==> src/rtl/adder.sv <==
// Registered WIDTH-bit adder for PC update: out = in1 + (sel ? INC : in2), one-cycle latency.
// Define ADDER_FLAGS_EN to build the carry/overflow/zero flag registers; otherwise the flags read 0.
module adder #(
    parameter int WIDTH = 32,
    parameter int INC   = 4
) (
    input  logic             clk,
    input  logic             rst,
    input  logic             en,
    input  logic [WIDTH-1:0] in1,
    input  logic [WIDTH-1:0] in2,
    input  logic             sel,
    output logic [WIDTH-1:0] out,
    output logic             carry,
    output logic             overflow,
    output logic             zero
);
    localparam logic [WIDTH-1:0] INC_W = WIDTH'(INC);

    logic [WIDTH-1:0] op_b;
    logic [WIDTH-1:0] out_d, out_q;

    // A known sel selects the constant outright, so an X on in2 cannot leak through.
    assign op_b = sel ? INC_W : in2;

`ifdef ADDER_FLAGS_EN
    logic [WIDTH:0] sum;
    logic           carry_d, carry_q;
    logic           ovf_d, ovf_q;
    logic           zero_d, zero_q;

    assign sum     = {1'b0, in1} + {1'b0, op_b};
    assign out_d   = sum[WIDTH-1:0];
    assign carry_d = sum[WIDTH];
    assign ovf_d   = (in1[WIDTH-1] == op_b[WIDTH-1]) && (sum[WIDTH-1] != in1[WIDTH-1]);
    assign zero_d  = (sum[WIDTH-1:0] == '0);

    always_ff @(posedge clk or posedge rst) begin
        if (rst) begin
            out_q   <= '0;
            carry_q <= 1'b0;
            ovf_q   <= 1'b0;
            zero_q  <= 1'b0;
        end else if (en) begin
            out_q   <= out_d;
            carry_q <= carry_d;
            ovf_q   <= ovf_d;
            zero_q  <= zero_d;
        end
    end

    assign carry    = carry_q;
    assign overflow = ovf_q;
    assign zero     = zero_q;
`else
    assign out_d = in1 + op_b;

    always_ff @(posedge clk or posedge rst) begin
        if (rst)     out_q <= '0;
        else if (en) out_q <= out_d;
    end

    assign carry    = 1'b0;
    assign overflow = 1'b0;
    assign zero     = 1'b0;
`endif

    assign out = out_q;

endmodule

==> config.mk <==
export PLATFORM = sky130hd
export DESIGN_NAME = adder
export DESIGN_NICKNAME = d
export VERILOG_FILES = /design/src/rtl/adder.sv
export SDC_FILE = /design/constraint.sdc
export NUM_CORES = 1
export LEC_CHECK = 0
export CELL_PAD_IN_SITES_DETAIL_PLACEMENT = 1
export CELL_PAD_IN_SITES_GLOBAL_PLACEMENT = 1
export CORE_MARGIN = 3
export CORE_UTILIZATION = 40
export CTS_BUF_LIST = sky130_fd_sc_hd__clkbuf_16
export DETAILED_ROUTE_END_ITERATION = 8
export DONT_BUFFER_PORTS = 1
export GPL_ROUTABILITY_DRIVEN = 0
export HOLD_SLACK_MARGIN = 0.03
export PLACE_DENSITY = 0.78
export SYNTH_ARGS = -nofsm -noshare
export SYNTH_HDL_FRONTEND = slang
export SYNTH_SLANG_ARGS = --single-unit
==> constraint.sdc <==
create_clock -name clk -period 1.5 [get_ports clk]
set_clock_uncertainty 0.2 [all_clocks]
set_input_delay 0.225 -clock clk [delete_from_list [all_inputs] [get_ports clk]]
set_output_delay 0.225 -clock clk [all_outputs]
set_load 0.02 [all_outputs]
==> metrics.json, run 1 <==
{
  "ctsHtreeMaxLevel": {"value": 2},
  "clock_tree.root_cell": {"value": "sky130_fd_sc_hd__clkbuf_16"},
  "cts_buffer_depth": {"value": 2},
  "synth_top_area_share": {"value": 23.8, "unit": "%"},
  "grt_start_max_net_pins": {"value": 37},
  "netlist.top_cell.by_area": {"value": "sky130_fd_sc_hd__dfrtp_1"},
  "hpwlAfterDp": {"value": 9.74, "unit": "mm"},
  "ys_warn_count": {"value": 0},
  "die_x": {"value": 97.7, "unit": "um"},
  "first-error": {"value": "[ERROR DPL-0033] detailed placement checks failed during check placement."},
  "cts_inserted_buffers": {"value": 5},
  "kind_of_the_worst_endpoint": {"value": "sequential cell input"},
  "io_pins": {"value": 103},
  "postSynthRegisterBits": {"value": 32},
  "synth.avg_cell_area": {"value": 8.08, "unit": "sq um"},
  "synth.top_cells.by_area": {"value": "sky130_fd_sc_hd__dfrtp_1 24%, sky130_fd_sc_hd__ha_1 12%, sky130_fd_sc_hd__a21oi_1 6.1%"},
  "floorplan.initialDensity": {"value": 42.4, "unit": "%"},
  "initial_antenna_violation_count": {"value": 2},
  "num_rows": {"value": 32},
  "synth_enable_flop_cells": {"value": 0},
  "yosysSeqAreaShare": {"value": 23.8, "unit": "%"},
  "placement.io_buffers": {"value": 0},
  "synthesis.area": {"value": 3360, "unit": "sq um"},
  "syn-instance-count": {"value": 416},
  "failed_stage": {"value": "5_1_grt"},
  "status": {"value": "aborted with a tool error"},
  "ys_async_sr_fraction": {"value": 100, "unit": "%"},
  "synth_flop_cell": {"value": "sky130_fd_sc_hd__dfrtp_1"},
  "numClockSinks": {"value": 32},
  "synth_cell_type_count": {"value": 55},
  "worst_endpoint": {"value": "out[30]$_DFFE_PP0P_/D"},
  "vertical_die_dimension": {"value": 97.7, "unit": "um"}
}
==> through the flow <==
stage	std cells	setup WS, ps	area, sq um	hold slack, ps
2_1_floorplan	418	-929	3590	141
3_3_place_gp	597	-1000	4310	-124
3_5_place_dp	597	-1020	4310	-119
4_1_cts	636	-686	5480	-168
==> cells in the mapped netlist, types with 5 or more instances <==
library cell / number
sky130_fd_sc_hd__inv_1: 13
sky130_fd_sc_hd__o21bai_1: 5
sky130_fd_sc_hd__xor2_1: 7
sky130_fd_sc_hd__o31ai_1: 9
sky130_fd_sc_hd__nand3_1: 11
sky130_fd_sc_hd__mux2_2: 13
sky130_fd_sc_hd__a21oi_1: 41
sky130_fd_sc_hd__o21ai_0: 16
sky130_fd_sc_hd__a21o_1: 10
sky130_fd_sc_hd__buf_2: 6
sky130_fd_sc_hd__dfrtp_1: 32
sky130_fd_sc_hd__and3_1: 5
sky130_fd_sc_hd__buf_4: 6
sky130_fd_sc_hd__o21a_1: 5
sky130_fd_sc_hd__nor2b_1: 32
sky130_fd_sc_hd__nand4_1: 16
sky130_fd_sc_hd__clkbuf_1: 18
sky130_fd_sc_hd__nand2_1: 37
sky130_fd_sc_hd__ha_1: 32
sky130_fd_sc_hd__o211ai_1: 5
sky130_fd_sc_hd__nor2_1: 22
sky130_fd_sc_hd__nor3_1: 12
sky130_fd_sc_hd__xnor2_1: 11
==> kinds of logic after synthesis <==
family | count (synthesis) | synth area share [%]
other | 1 | 0.112
buffers and inverters | 43 | 5.70
AND/OR/NAND/NOR | 152 | 23.6
flip-flops | 32 | 23.8
adder cells (fa/ha/maj) | 33 | 12.5
XOR/XNOR | 18 | 4.69
AO/OA/AOI/OAI | 124 | 25.2
multiplexers | 13 | 4.36
==> what timing repair did <==
action,4_1_cts
pin swaps,67
endpoints found under the setup margin,29
hold buffers,1
endpoints found under the hold margin,57
resized for setup,143
setup buffers,34
==> inputs of run 2 (changes only) <==
Settings changed: CELL_PAD_IN_SITES_DETAIL_PLACEMENT 1 to not set, CELL_PAD_IN_SITES_GLOBAL_PLACEMENT 1 to not set, CORE_UTILIZATION 40 to 25, CTS_BUF_LIST sky130_fd_sc_hd__clkbuf_16 to not set, HOLD_SLACK_MARGIN 0.03 to not set, PLACE_DENSITY 0.78 to not set, PLACE_DENSITY_LB_ADDON set to 0.15.
==> run 2 against run 1 <==
  * The flow now finishes, with violations (setup timing)
  * Synthesized area unchanged
  * Synthesized cell count stayed put
==> metrics.json, run 2 <==
{
  "p_leak": {"value": 0.00234, "unit": "uW"},
  "synth_area_in_compound_gates": {"value": 25.2, "unit": "%"},
  "synth_top_family_by_area": {"value": "compound AO/OA/AOI/OAI gates"},
  "p_comb_share": {"value": 42.8, "unit": "%"},
  "synth_top_area_share": {"value": 23.8, "unit": "%"},
  "netlist.top_cell.by_area": {"value": "sky130_fd_sc_hd__dfrtp_1"},
  "ant_nets": {"value": 0},
  "cts_inserted_buffers": {"value": 5},
  "io_pins": {"value": 103},
  "clock_tree.root_cell": {"value": "sky130_fd_sc_hd__clkbuf_16"},
  "finalHoldViolations": {"value": 0},
  "ctsHtreeMaxLevel": {"value": 2},
  "ys_async_sr_fraction": {"value": 100, "unit": "%"},
  "layout.nets": {"value": 632},
  "n_antenna_cell": {"value": 0},
  "num_rows": {"value": 41},
  "grt_first_pass_wirelength": {"value": 19.7, "unit": "mm"},
  "postSynthRegisterBits": {"value": 32},
  "swShare": {"value": 37.3, "unit": "%"},
  "drt-pass1-iter-count": {"value": 4},
  "numClockSinks": {"value": 32},
  "crit_path_dat": {"value": 2190, "unit": "ps"},
  "final_critical_path_setup_slack": {"value": -674, "unit": "ps"},
  "grt_use_total": {"value": 16.7, "unit": "%"},
  "drt_wl_total": {"value": 12.6, "unit": "mm"},
  "power.switching": {"value": 1690, "unit": "uW"},
  "vertical_die_dimension": {"value": 122, "unit": "um"},
  "synth_flop_cell": {"value": "sky130_fd_sc_hd__dfrtp_1"},
  "synth_area_in_simple_gates": {"value": 23.6, "unit": "%"},
  "design.die.area": {"value": 14900, "unit": "sq um"},
  "layout.cells.most_common": {"value": "sky130_fd_sc_hd__buf_4"},
  "power_report.internal_total": {"value": 2830, "unit": "uW"},
  "drt-vias-per-instance": {"value": 5.11},
  "largest_register_ffs": {"value": 32},
  "hold_start": {"value": "en"},
  "hpwlAfterDp": {"value": 9.28, "unit": "mm"},
  "clkLatencyLatePin": {"value": 280, "unit": "ps"},
  "synth.avg_cell_area": {"value": 8.08, "unit": "sq um"},
  "core_area": {"value": 12900, "unit": "sq um"},
  "ys_top_cells_by_count": {"value": "41 x sky130_fd_sc_hd__a21oi_1, 37 x sky130_fd_sc_hd__nand2_1, 32 x sky130_fd_sc_hd__dfrtp_1, 32 x sky130_fd_sc_hd__ha_1, 32 x sky130_fd_sc_hd__nor2b_1"},
  "synth_cell_type_count": {"value": 55},
  "status": {"value": "complete, but fails checks"},
  "gr-total-overflow": {"value": 0},
  "yosys.cell_count.top_type": {"value": "sky130_fd_sc_hd__a21oi_1"},
  "ys_warn_count": {"value": 0},
  "die_x": {"value": 122, "unit": "um"},
  "rsz_0062_raised_after_global_routing": {"value": "yes"},
  "max_cap_viols": {"value": 0},
  "p_seq_share": {"value": 30.5, "unit": "%"},
  "synthXorXnorAreaFrac": {"value": 4.69, "unit": "%"},
  "synth.top_cells.by_area": {"value": "sky130_fd_sc_hd__dfrtp_1 24%, sky130_fd_sc_hd__ha_1 12%, sky130_fd_sc_hd__a21oi_1 6.1%"},
  "fmax": {"value": 0.460, "unit": "GHz"},
  "syn-instance-count": {"value": 416},
  "floorplan.initialDensity": {"value": 26.1, "unit": "%"},
  "timing.rr.start": {"value": "out[30]"},
  "vdd.ir_drop.worst": {"value": 0.443, "unit": "mV"},
  "layout-drive-gt1-share": {"value": 48.9, "unit": "%"},
  "placement.io_buffers": {"value": 0},
  "finalCriticalPeriod": {"value": 2170, "unit": "ps"},
  "vias": {"value": 3594},
  "flow.area_growth_from_synthesis": {"value": 64.9, "unit": "%"},
  "worst-setup-path-type": {"value": "in2reg"},
  "tritoncts": {"value": "done"},
  "final_cell_count_no_fill": {"value": 704},
  "cp-end-kind": {"value": "flip-flop"},
  "synth_enable_flop_cells": {"value": 0},
  "p_clk_share": {"value": 26.7, "unit": "%"},
  "synthesis.area": {"value": 3360, "unit": "sq um"},
  "final_area": {"value": 5540, "unit": "sq um"},
  "fin_setup_tns": {"value": -14750, "unit": "ps"},
  "drt_drc_violations_left": {"value": 0},
  "slew_violations": {"value": 0},
  "synth_fa_ha_area_share": {"value": 12.5, "unit": "%"},
  "cellPowerDensity": {"value": 815, "unit": "nW/um^2"},
  "placement.cell_area": {"value": 4430, "unit": "sq um"},
  "worst_setup_hold_path_clk_slew": {"value": 60, "unit": "ps"},
  "min_period_over_period": {"value": 145, "unit": "%"},
  "synth.mux.area_fraction": {"value": 4.36, "unit": "%"},
  "startpoint": {"value": "in2[0]"},
  "dp.cells": {"value": 673},
  "cts_buffer_depth": {"value": 2},
  "via_count_of_the_first_global_routing_pass": {"value": 3752},
  "violated_checks": {"value": "setup timing"},
  "initial_antenna_violation_count": {"value": 0},
  "grt_start_max_net_pins": {"value": 33},
  "finalSetupViolations": {"value": 29},
  "drt-initial-drc-count": {"value": 138},
  "avgRoutedWirePerCell": {"value": 17.9, "unit": "um"},
  "yosysSeqAreaShare": {"value": 23.8, "unit": "%"},
  "most-common-layout-cells": {"value": "111 x sky130_fd_sc_hd__buf_4, 33 x sky130_fd_sc_hd__nand2_1, 32 x sky130_fd_sc_hd__dfrtp_1, 23 x sky130_fd_sc_hd__a21oi_1, 21 x sky130_fd_sc_hd__buf_6"},
  "startpoint_type": {"value": "input pin"},
  "crit_required": {"value": 1510, "unit": "ps"},
  "worst_hold_path_type": {"value": "in2reg"},
  "critical_path_peak_fanout": {"value": 3}
}
-- run 2: layout make-up --
class                      count  area (sq um)
clock buffer                   5           125
clock inverter                 3          42.5
fill                        1228          7340
inverter                      13          48.8
multi-input combinational    343          3190
sequential                    32           801
tap                          172           215
timing repair buffer         136          1120
-- run 2: stage by stage --
stage | utilization, % | worst slack, ps | hold slack, ps | power (uW)
2_1_floorplan | - | -929 | 141 | 2280
4_1_cts | 40.6 | -683 | 15.8 | 4400
3_3_place_gp | 34.4 | -979 | 57.0 | 2860
6_report | 43.0 | -674 | 19.9 | 4520
3_5_place_dp | 34.4 | -1010 | 58.2 | 2860
5_1_grt | 43.0 | -760 | 31.8 | 4780
-- run 2: logic make-up (layout without fill, tap and decap cells) --
family                     Yosys count  in the layout
and+or+nand+nor                    152            152
muxes                               13             13
DFF                                 32             32
buffers and inverters               43            157
AOI/OAI and AO/OA                  124            124
other                                1              3
xor gates and xnor gates            18             18
adders and majority gates           33             33
-- run 2: what timing repair did --
action	in CTS	in global routing
setup endpoints to repair	29	29
hold endpoints to repair	57	0
buffers inserted	16	10
pin swaps	49	47
cloned	0	0
hold buffers	4	0
resized for setup	82	57
-- run 2: power by group through the flow --
stage / Combinational, uW / Clock, uW / Sequential, uW
4_1_cts: 1770 / 1240 / 1390
3_5_place_dp: 1460 / 0 / 1400
6_report: 1930 / 1200 / 1380
3_3_place_gp: 1460 / 0 / 1400
2_1_floorplan: 938 / 0 / 1350
5_1_grt: 2100 / 1270 / 1410
-- run 2: per-layer routing --
metal / share of wire, % / global-route usage (%) / up-vias
met4: 1.2 / 3.15 / 0
met1: 45 / 22.4 / 1729
met2: 48 / 27.9 / 92
met5: 0 / 0 / -
met3: 5.5 / 3.48 / 15
li1: - / - / 1758
-- run 2: worst paths after layout --
path | slack (ps) | endpoint | cells past startpoint
hold / removal | 20 | out[31] | 3
max in group asynchronous | 460 | out[16] | 3
hold reg to reg | 450 | out[16] | 2
setup / recovery | -670 | out[28] | 9
setup reg to reg | 280 | out[30] | 3
min in group asynchronous | 300 | out[1] | 3
-- run 2: worst max-delay path, cell delays in order --
cell and delay (ps):
sky130_fd_sc_hd__nor2b_4 110, sky130_fd_sc_hd__ha_4 150, sky130_fd_sc_hd__fa_2 370, sky130_fd_sc_hd__a21oi_4 190
sky130_fd_sc_hd__o221ai_4 150, sky130_fd_sc_hd__o311a_4 370, sky130_fd_sc_hd__o21a_4 230, sky130_fd_sc_hd__or3_1 300
sky130_fd_sc_hd__nand3_1 90
No activity file was read; power rests on OpenSTA's default activity.
==> inputs of run 3 (changes only) <==
Settings changed: CORE_UTILIZATION 25 to 60.
==> run 3 against run 2 <==
  * The run now fails in 5_1_grt
  * Synthesized area stayed put
  * Synthesized cell count did not move
==> metrics.json, run 3 <==
{
  "status": {"value": "aborted with a tool error"},
  "failed_stage": {"value": "5_1_grt"},
  "first-error": {"value": "[ERROR DPL-0038] Utilization greater than 100%, impossible to legalize"},
  "synth_top_area_share": {"value": 23.8, "unit": "%"},
  "cts_buffer_depth": {"value": 2},
  "ctsHtreeMaxLevel": {"value": 2},
  "kind_of_the_worst_endpoint": {"value": "sequential cell input"},
  "clock_tree.root_cell": {"value": "sky130_fd_sc_hd__clkbuf_8"},
  "floorplan.initialDensity": {"value": 63.8, "unit": "%"},
  "io_pins": {"value": 103},
  "hpwlAfterDp": {"value": 8.16, "unit": "mm"},
  "worst_endpoint": {"value": "out[20]$_DFFE_PP0P_/D"},
  "vertical_die_dimension": {"value": 80.8, "unit": "um"},
  "synth_cell_type_count": {"value": 55},
  "netlist.top_cell.by_area": {"value": "sky130_fd_sc_hd__dfrtp_1"},
  "ys_async_sr_fraction": {"value": 100, "unit": "%"},
  "synth_area_in_compound_gates": {"value": 25.2, "unit": "%"},
  "synth_enable_flop_cells": {"value": 0},
  "synthXorXnorAreaFrac": {"value": 4.69, "unit": "%"},
  "grt_start_max_net_pins": {"value": 33},
  "ys_top_cells_by_count": {"value": "41 x sky130_fd_sc_hd__a21oi_1, 37 x sky130_fd_sc_hd__nand2_1, 32 x sky130_fd_sc_hd__dfrtp_1, 32 x sky130_fd_sc_hd__ha_1, 32 x sky130_fd_sc_hd__nor2b_1"},
  "num_rows": {"value": 26},
  "synth_area_in_simple_gates": {"value": 23.6, "unit": "%"},
  "syn-instance-count": {"value": 416},
  "postSynthRegisterBits": {"value": 32},
  "placement.io_buffers": {"value": 0},
  "ys_warn_count": {"value": 0},
  "synth.top_cells.by_area": {"value": "sky130_fd_sc_hd__dfrtp_1 24%, sky130_fd_sc_hd__ha_1 12%, sky130_fd_sc_hd__a21oi_1 6.1%"},
  "yosys.cell_count.top_type": {"value": "sky130_fd_sc_hd__a21oi_1"},
  "synth_fa_ha_area_share": {"value": 12.5, "unit": "%"},
  "synth_flop_cell": {"value": "sky130_fd_sc_hd__dfrtp_1"},
  "dp_worst_setup_slack": {"value": -997, "unit": "ps"},
  "synth.avg_cell_area": {"value": 8.08, "unit": "sq um"},
  "die_x": {"value": 80.8, "unit": "um"},
  "cts_inserted_buffers": {"value": 5},
  "numClockSinks": {"value": 32},
  "synth.mux.area_fraction": {"value": 4.36, "unit": "%"},
  "yosysSeqAreaShare": {"value": 23.8, "unit": "%"},
  "synthesis.area": {"value": 3360, "unit": "sq um"},
  "synth_top_family_by_area": {"value": "compound AO/OA/AOI/OAI gates"}
}
-- run 3: logic make-up after synthesis --
family                     after synthesis
xor gates and xnor gates                18
and+or+nand+nor                        152
muxes                                   13
adders and majority gates               33
AOI/OAI and AO/OA                      124
buffers and inverters                   43
DFF                                     32
other                                    1
-- run 3: metrics by stage --
stage | area, sq um | cells | util, %
after floorplan | 3590 | 418 | -
after global placement | 4300 | 570 | 81.5
after detailed placement | 4300 | 570 | 81.5
after CTS | 4970 | 599 | 94.3
-- run 3: what timing repair did --
| item | 4_1_cts |
|---|---|
| endpoints found under the setup margin | 29 |
| hold buffers | 3 |
| buffers inserted | 19 |
| hold endpoints to repair | 57 |
| pin swaps | 42 |
| cloned | 0 |
| gates resized for setup | 83 |
